File: src/rtl/dp_bram_pkg.sv
// Shared types and helpers for the byte-enabled dual-port block RAM.
package dp_bram_pkg;

  typedef enum logic {
    ST_INIT = 1'b0,
    ST_RUN  = 1'b1
  } state_e;

  localparam int RDW_READ_OLD    = 0;
  localparam int RDW_WRITE_FIRST = 1;

  function automatic int num_lanes(input int data_width, input int byte_width);
    return data_width / byte_width;
  endfunction

endpackage

File: src/rtl/dp_bram_lane.sv
// One byte lane of the RAM: DEPTH x BYTE_WIDTH array with a registered, enabled read.
module dp_bram_lane #(
  parameter int ADDR_WIDTH = 4,
  parameter int BYTE_WIDTH = 8
) (
  input  logic                  clk,
  input  logic                  rst,
  input  logic                  we_i,
  input  logic [ADDR_WIDTH-1:0] waddr_i,
  input  logic [BYTE_WIDTH-1:0] wdata_i,
  input  logic                  re_i,
  input  logic [ADDR_WIDTH-1:0] raddr_i,
  output logic [BYTE_WIDTH-1:0] rdata_o
);

  localparam int DEPTH = 2 ** ADDR_WIDTH;

  logic [BYTE_WIDTH-1:0] mem_q [DEPTH];
  logic [BYTE_WIDTH-1:0] rdata_q;

  // Array has no reset so it maps onto block RAM; contents come from the sweep.
  always_ff @(posedge clk) begin
    if (we_i) begin
      mem_q[waddr_i] <= wdata_i;
    end
  end

  always_ff @(posedge clk or posedge rst) begin
    if (rst) begin
      rdata_q <= '0;
    end else if (re_i) begin
      rdata_q <= mem_q[raddr_i];
    end
  end

  assign rdata_o = rdata_q;

endmodule

File: src/rtl/dp_bram_be.sv
// Simple dual-port RAM with byte enables, 1/2-cycle read latency, selectable
// read-during-write behaviour and a zeroing sweep after reset.
module dp_bram_be
  import dp_bram_pkg::*;
#(
  parameter int ADDR_WIDTH   = 4,
  parameter int DATA_WIDTH   = 16,
  parameter int BYTE_WIDTH   = 8,
  parameter int READ_LATENCY = 1,
  parameter int RDW_MODE     = 0
) (
  input  logic                                          clk,
  input  logic                                          rst,
  input  logic                                          rd_en,
  input  logic [ADDR_WIDTH-1:0]                         raddr,
  input  logic                                          wr_en,
  input  logic [ADDR_WIDTH-1:0]                         waddr,
  input  logic [num_lanes(DATA_WIDTH, BYTE_WIDTH)-1:0]  wr_be,
  input  logic [DATA_WIDTH-1:0]                         data_in,
  output logic [DATA_WIDTH-1:0]                         data_out,
  output logic                                          rd_valid,
  output logic                                          init_busy
);

  localparam int NUM_LANES = num_lanes(DATA_WIDTH, BYTE_WIDTH);
  localparam int DEPTH     = 2 ** ADDR_WIDTH;
  localparam logic [ADDR_WIDTH-1:0] LAST_ADDR = ADDR_WIDTH'(DEPTH - 1);
  localparam bit FWD_EN = (RDW_MODE == RDW_WRITE_FIRST);

  if (DATA_WIDTH % BYTE_WIDTH != 0) begin : g_bad_width
    $error("dp_bram_be: DATA_WIDTH must be a multiple of BYTE_WIDTH");
  end
  if (READ_LATENCY != 1 && READ_LATENCY != 2) begin : g_bad_latency
    $error("dp_bram_be: READ_LATENCY must be 1 or 2");
  end
  if (RDW_MODE != RDW_READ_OLD && RDW_MODE != RDW_WRITE_FIRST) begin : g_bad_rdw
    $error("dp_bram_be: RDW_MODE must be 0 or 1");
  end

  state_e                state_q;
  logic [ADDR_WIDTH-1:0] cnt_q;
  logic                  busy_q;

  always_ff @(posedge clk or posedge rst) begin
    if (rst) begin
      state_q <= ST_INIT;
      cnt_q   <= '0;
      busy_q  <= 1'b1;
    end else begin
      case (state_q)
        ST_INIT: begin
          cnt_q <= cnt_q + 1'b1;
          if (cnt_q == LAST_ADDR) begin
            state_q <= ST_RUN;
            busy_q  <= 1'b0;
          end
        end
        default: ;
      endcase
    end
  end

  assign init_busy = busy_q;

  logic rd_acc;
  logic wr_acc;
  logic collide;

  assign rd_acc  = rd_en & ~busy_q;
  assign wr_acc  = wr_en & ~busy_q;
  assign collide = FWD_EN & rd_acc & wr_acc & (raddr == waddr);

  logic [NUM_LANES-1:0]                 lane_we;
  logic [ADDR_WIDTH-1:0]                lane_waddr;
  logic [NUM_LANES-1:0][BYTE_WIDTH-1:0] lane_wdata;
  logic [NUM_LANES-1:0][BYTE_WIDTH-1:0] lane_rdata;

  // The sweep owns the write port while busy and writes zero to every lane.
  always_comb begin
    lane_waddr = busy_q ? cnt_q : waddr;
    lane_we    = '0;
    lane_wdata = '0;
    for (int i = 0; i < NUM_LANES; i++) begin
      lane_we[i]    = busy_q | (wr_acc & wr_be[i]);
      lane_wdata[i] = busy_q ? '0 : data_in[i*BYTE_WIDTH +: BYTE_WIDTH];
    end
  end

  for (genvar g = 0; g < NUM_LANES; g++) begin : g_lane
    dp_bram_lane #(
      .ADDR_WIDTH (ADDR_WIDTH),
      .BYTE_WIDTH (BYTE_WIDTH)
    ) u_lane (
      .clk     (clk),
      .rst     (rst),
      .we_i    (lane_we[g]),
      .waddr_i (lane_waddr),
      .wdata_i (lane_wdata[g]),
      .re_i    (rd_acc),
      .raddr_i (raddr),
      .rdata_o (lane_rdata[g])
    );
  end

  // Forwarding state is captured only on accepted reads so data_out holds between reads.
  logic [NUM_LANES-1:0]  fwd_be_q;
  logic [DATA_WIDTH-1:0] fwd_data_q;
  logic                  v1_q;

  always_ff @(posedge clk or posedge rst) begin
    if (rst) begin
      fwd_be_q   <= '0;
      fwd_data_q <= '0;
      v1_q       <= 1'b0;
    end else begin
      v1_q <= rd_acc;
      if (rd_acc) begin
        fwd_be_q   <= collide ? wr_be : '0;
        fwd_data_q <= data_in;
      end
    end
  end

  logic [DATA_WIDTH-1:0] word_d;

  always_comb begin
    word_d = '0;
    for (int i = 0; i < NUM_LANES; i++) begin
      word_d[i*BYTE_WIDTH +: BYTE_WIDTH] = fwd_be_q[i] ? fwd_data_q[i*BYTE_WIDTH +: BYTE_WIDTH]
                                                       : lane_rdata[i];
    end
  end

  if (READ_LATENCY == 2) begin : g_lat2
    logic [DATA_WIDTH-1:0] dout_q;
    logic                  v2_q;

    always_ff @(posedge clk or posedge rst) begin
      if (rst) begin
        dout_q <= '0;
        v2_q   <= 1'b0;
      end else begin
        v2_q <= v1_q;
        if (v1_q) begin
          dout_q <= word_d;
        end
      end
    end

    assign data_out = dout_q;
    assign rd_valid = v2_q;
  end else begin : g_lat1
    assign data_out = word_d;
    assign rd_valid = v1_q;
  end

endmodule

File: config.mk
export PLATFORM = sky130hd
export DESIGN_NAME = dp_bram_be
export DESIGN_NICKNAME = d
export VERILOG_FILES = /design/src/rtl/dp_bram_pkg.sv /design/src/rtl/dp_bram_lane.sv /design/src/rtl/dp_bram_be.sv
export SDC_FILE = /design/constraint.sdc
export NUM_CORES = 1
export LEC_CHECK = 0
export CORE_ASPECT_RATIO = 2
export CORE_MARGIN = 2
export CORE_UTILIZATION = 55
export CTS_BUF_LIST = sky130_fd_sc_hd__clkbuf_8
export DETAILED_ROUTE_END_ITERATION = 10
export PLACE_DENSITY_LB_ADDON = 0.25
export SLEW_MARGIN = 20
export SYNTH_ARGS = -nofsm -noshare
export SYNTH_HDL_FRONTEND = slang
export SYNTH_SLANG_ARGS = --single-unit
File: constraint.sdc
create_clock -name clk -period 2.32 [get_ports clk]
set_clock_uncertainty 0.1 [all_clocks]
set_input_delay 0.58 -clock clk [delete_from_list [all_inputs] [get_ports clk]]
set_output_delay 0.58 -clock clk [all_outputs]
set_load 0.02 [all_outputs]
Word level (Yosys, flattened, before mapping)

Memories as Yosys holds them, arrays and structs flattened. A register that Yosys moved wholly into a read port is not among the register bits.
Cells that the tools add are included.

Add/subtract/negate cells: 1
Multipliers: 0
Divide/modulo/power cells: 0
Order comparisons: 0
Equal/unequal tests: 1
Shift-type cells: 0
Mux-type cells: 9
Bitwise gates (word level): 8
Reduce and logical (&&, ||, !) cells: 1

Operator list:

| cell                                                           | number |
|---|---|
| 8-bit 2-to-1 mux                                               | 2 |
| 1-bit 2-to-1 mux                                               | 6 |
| 4-bit by 1-bit adder with 4-bit output (second input constant) | 1 |
| 1-bit bitwise AND                                              | 4 |
| 4-bit equality test (second input constant)                    | 1 |
| 4-bit 2-to-1 mux                                               | 1 |
| 1-bit NOT                                                      | 2 |
| 1-bit bitwise OR                                               | 2 |
| 2-bit AND reduction                                            | 1 |

Register bits after elaboration: 7
Bits in latches: 0
Memory bits (writable): 256
ROM bits: 0
Bits of input ports: 30
Output and inout port bits: 18
Memories kept: 2

Memories:

| memory                 | depth | bits a word | rd ports | clocked after memory_dff | wr ports | RTL line           | source |
|---|---|---|---|---|---|---|---|
| g_lane[0].u_lane.mem_q | 16    | 8           | 1        | 1                        | 1        | dp_bram_lane.sv:18 | `logic [BYTE_WIDTH-1:0] mem_q [DEPTH];` |
| g_lane[1].u_lane.mem_q | 16    | 8           | 1        | 1                        | 1        | dp_bram_lane.sv:18 |  |

Logic depth before layout (Yosys ltp)

Depth in word-level cells: 6
Depth in mapped cells: 7
Depth with buffers taken out: 4

By module

From an unflattened synthesis, not the netlist that was laid out.

Cell total of the unflattened synthesis: 525
Area total of the unflattened synthesis: 11114.4 um^2

Modules (own cells, without submodules):

| module       | instances | cells each | area each (um^2) |
|---|---|---|---|
| dp_bram_lane | 2         | 241        | 5335.1 |
| dp_bram_be   | 1         | 43         | 444.2 |

Worst setup path before layout

OpenSTA, ideal clock, no wires.

Path type: register -> register
From: register busy_q (netlist: init_busy)
To: memory g_lane[1].u_lane.mem_q[4][0] (enable)
Arrival: 1.655 ns
Path slack: 0.195 ns
Cell stages (with the launch flop): 7
Buffers on the path: 2
Cells stage by stage: dfstp_2 buf_6 buf_2 nand2_1 o32ai_1 nand2_1 nor2_1

Word-level cells in the longest chain between the ends: 6
Elaborated cells between the ends (all ways): 7

RTL lines:

| element                                | RTL line           | source |
|---|---|---|
| start, declared                        | dp_bram_be.sv:42   | `logic busy_q;` |
| start signal, assigned                 | dp_bram_be.sv:48   | `busy_q <= 1'b1;` |
| start signal, assigned                 | dp_bram_be.sv:55   | `busy_q <= 1'b0;` |
| 1-bit NOT                              | dp_bram_be.sv:70   | `assign wr_acc = wr_en & ~busy_q;` |
| 1-bit bitwise AND                      | dp_bram_be.sv:70   |  |
| 1-bit bitwise AND                      | dp_bram_be.sv:84   | `lane_we[i] = busy_q \| (wr_acc & wr_be[i]);` |
| 1-bit bitwise OR                       | dp_bram_be.sv:84   |  |
| 1-bit 2-to-1 mux                       | dp_bram_lane.sv:23 | `if (we_i) begin` |
| 1-bit 2-to-1 mux (not written as such) | dp_bram_lane.sv:24 | `mem_q[waddr_i] <= wdata_i;` |
| end, declared                          | dp_bram_lane.sv:18 |  |

Several ways; a longest one is shown, not always the timed one.

Worst setup path in the final report

From: register g_lane[0].u_lane.rdata_q[6] (read register of g_lane[0].u_lane.mem_q)
To: output port data_out[6]

RTL lines:

| element         | RTL line           | source |
|---|---|---|
| start, declared | dp_bram_lane.sv:19 | `logic [BYTE_WIDTH-1:0] rdata_q;` |
| end, declared   | dp_bram_be.sv:20   | `output logic [DATA_WIDTH-1:0] data_out,` |

No word-level cell between the ends.

==> metrics <==
Period Utilization, post-route 96.7%; IO Count 48; vias in the first global route 6830; r2r setup slk 0.15 ns; Async SR Flop Fraction 8.24%; placed cell areas 12500 um2; GRT overflow 0; FF-to-FF End g_lane[0].u_lane.mem_q[15][0]; die height 205 um; Post-CTS Hold Buffers 0; Max Clk Rate 446 MHz; RSZ-0062 raised after global routing no; Final Util 66.5%; antenna violations before repair 0; Hold WC Path Type input pin to async pin; TritonCTS clock tree yes; number of buffers and inverters on the critical path 1; FF-to-FF path depth 4; ranking of synthesized cells by area edfxtp_1 (69%), mux2i_1 (11%), dfrtp_1 (4.9%), nand2_1 (2.6%), a22oi_1 (2.2%); Vias 6488; setup TNS 0 ns; Leakage 4.90 nW; CP max FO 2; Synth Instances 706; most frequent cell after synthesis edfxtp_1; n_diodes 0; Max stage delay on crit path 0.63 ns; Critical Path Sink data_out[6]; synth cell count leaders edfxtp_1 (256), mux2i_1 (128), nand2_1 (76); Total Power 10.1 mW; ys flop type edfxtp_1; final instance area 13200 um2; Min Hold Slack 0.305 ns; peak supply drop 0.000540 V; CTS Sinks 279; WP depth 1; NumNets Final 866; crit path DAT 1.56 ns; All-Layer GR Usage 24.8%; #FFs+latches synth 279; Setup violations, final 0; Pwr Density 764 nW/um2; Cell Area, Synth 11200 um2; Yosys Warn Count 0; CP required 1.64 ns; CP max-delay cell clkdlybuf4s50_1; crit-path leading delay family buffers and inverters; fraction of layout cells with a size suffix above 1 17.0%; DIE AREA 21500 um2; Num CTS Buffers 37; CP startpoint g_lane[0].u_lane.rdata_o[6]; IO buf count 47; H-tree Lvls 2; final antenna-violating net count 0; detailed-route DRC error count 0; # placed instances 1058; Synth Area per Inst 15.8 um2; MaxCap Viol Count 0; Mapped Nets 737; final hold violation count 0; worst slack, placed -0.227 ns; area delta synth->final 18.7%; Non-Filler Instances 1125; worst slew pin tran 0.798 ns; status finished, final reports clean; slew margin rel. 46.6%; GPL Wtd Cong 0.939; fin worst setup slack 0.0772 ns; FP Rows 73; post-synthesis sequential area ratio 74.1%; largest net degree at the start of global routing 33; Clock transition at path regs 0.08 ns; core area 19900 um2; Startpoint Class register; first-pass GRT wire length 38700 um; post-DP HPWL 18400 um; r2r startpoint init_busy; post-synthesis cell type count 32; Slew Limit Fails 0; critical path type register to primary output; Final Routed Wirelength 26100 um; Post-synth EDFFs 256; latest clock arrival within the worst-skew pair 0.54 ns; root buf cell clkbuf_8; leading area contributor after synthesis edfxtp_1; FILL cells 1438; Max Buffers Root-to-Sink 3; First-pass DRT Iterations 5; worst-path cell chain clkdlybuf4s50_1; Via density 5.77; die width 105 um; average wire per standard cell 23.2 um; area share of the largest cell type after synthesis 68.9%; crit path time final 2.24 ns; Initial DRC Count 367; Starting Density 56.0%; Worst setup EP type primary output
-- power by group --
part	switching [mW]	internal (mW)	total, mW
logic	0.458	0.315	0.773
registers	0.0361	5.56	5.60
clock network	1.75	1.99	3.75
total	2.25	7.87	10.1
-- sequential cells by signal, indices dropped and copies added, names as in the netlist --
name and cells:
cnt_q 4, g_lane.u_lane.mem_q 256, g_lane.u_lane.rdata_o 16, init_busy 1
rd_valid 1, state_q 1
-- cell usage in the layout, fill, tap and decap left out, drive strengths merged, types with 2 or more instances in the layout --
cell and n:
buf 83, clkinvlp 4, dfrtp 22, a31oi 2, nand3 33, edfxtp 256
clkbuf 42, nor2b 18, a21oi 18, a21o 2, nand4 16, bufinv 3
nor2 38, a22oi 32, inv 17, clkinv 8, xnor2 3, nand2 76
mux2i 128, clkdlybuf4s50 45, o32ai 3, nand2b 3
-- how the worst min path moves through the flow --
| stage | end | slack [ns] | cells past startpoint |
|---|---|---|---|
| global route | g_lane[0].u_lane.rdata_o[3] | 0.34 | 3 |
| detailed placement | g_lane[1].u_lane.rdata_o[3] | 0.37 | 2 |
| floorplan | cnt_q[0] | 0.40 | 1 |
| CTS | g_lane[0].u_lane.rdata_o[2] | 0.29 | 3 |
| global placement | g_lane[1].u_lane.rdata_o[2] | 0.37 | 2 |
| finish | g_lane[0].u_lane.rdata_o[3] | 0.31 | 3 |
-- cells by family (layout without fill, tap and decap cells) --
| group | count (synthesis) | after routing | synth area share, % |
|---|---|---|---|
| AOI/OAI and AO/OA | 60 | 60 | 3.77 |
| xor gates and xnor gates | 3 | 3 | 0.236 |
| adders and majority gates | 1 | 1 | 0.112 |
| buffers and inverters | 45 | 202 | 2.36 |
| DFF | 279 | 279 | 74.1 |
| muxes | 129 | 129 | 11.6 |
| and+or+nand+nor | 189 | 189 | 7.85 |
-- layout make-up --
type	count	area (um2)	area share [%]
clock buffers	41	564	4.26
inverters	6	22.5	0.170
repair buffers	129	1210	9.12
flip-flops and latches	279	8270	62.5
multi-input cells	382	2640	19.9
well taps	262	328	2.48
clock inverters	26	213	1.61
-- per-layer routing --
| layer | global-route usage [%] | vias up | wire [um] |
|---|---|---|---|
| li1 | - | 2935 | - |
| met1 | 24.3 | 3217 | 8630 |
| met2 | 47.5 | 245 | 14600 |
| met3 | 3.23 | 91 | 1130 |
| met4 | 17.1 | 0 | 1740 |
| met5 | 0 | - | 0 |
-- worst reg2reg max path: cells and delay by family, from the launching register on --
kind,cells,cell delay [ns]
buffers and inverters,1,0.21
DFF,1,0.74
AOI/OAI and AO/OA,1,0.64
and+or+nand+nor,2,0.25
-- what timing repair did --
action,4_1_cts,5_1_grt
endpoints found under the setup margin,1,1
setup buffers,0,0
pin swaps,0,0
resized for setup,3,1
endpoints found under the hold margin,0,0
Note: power is estimated with default switching activity, not from simulation.
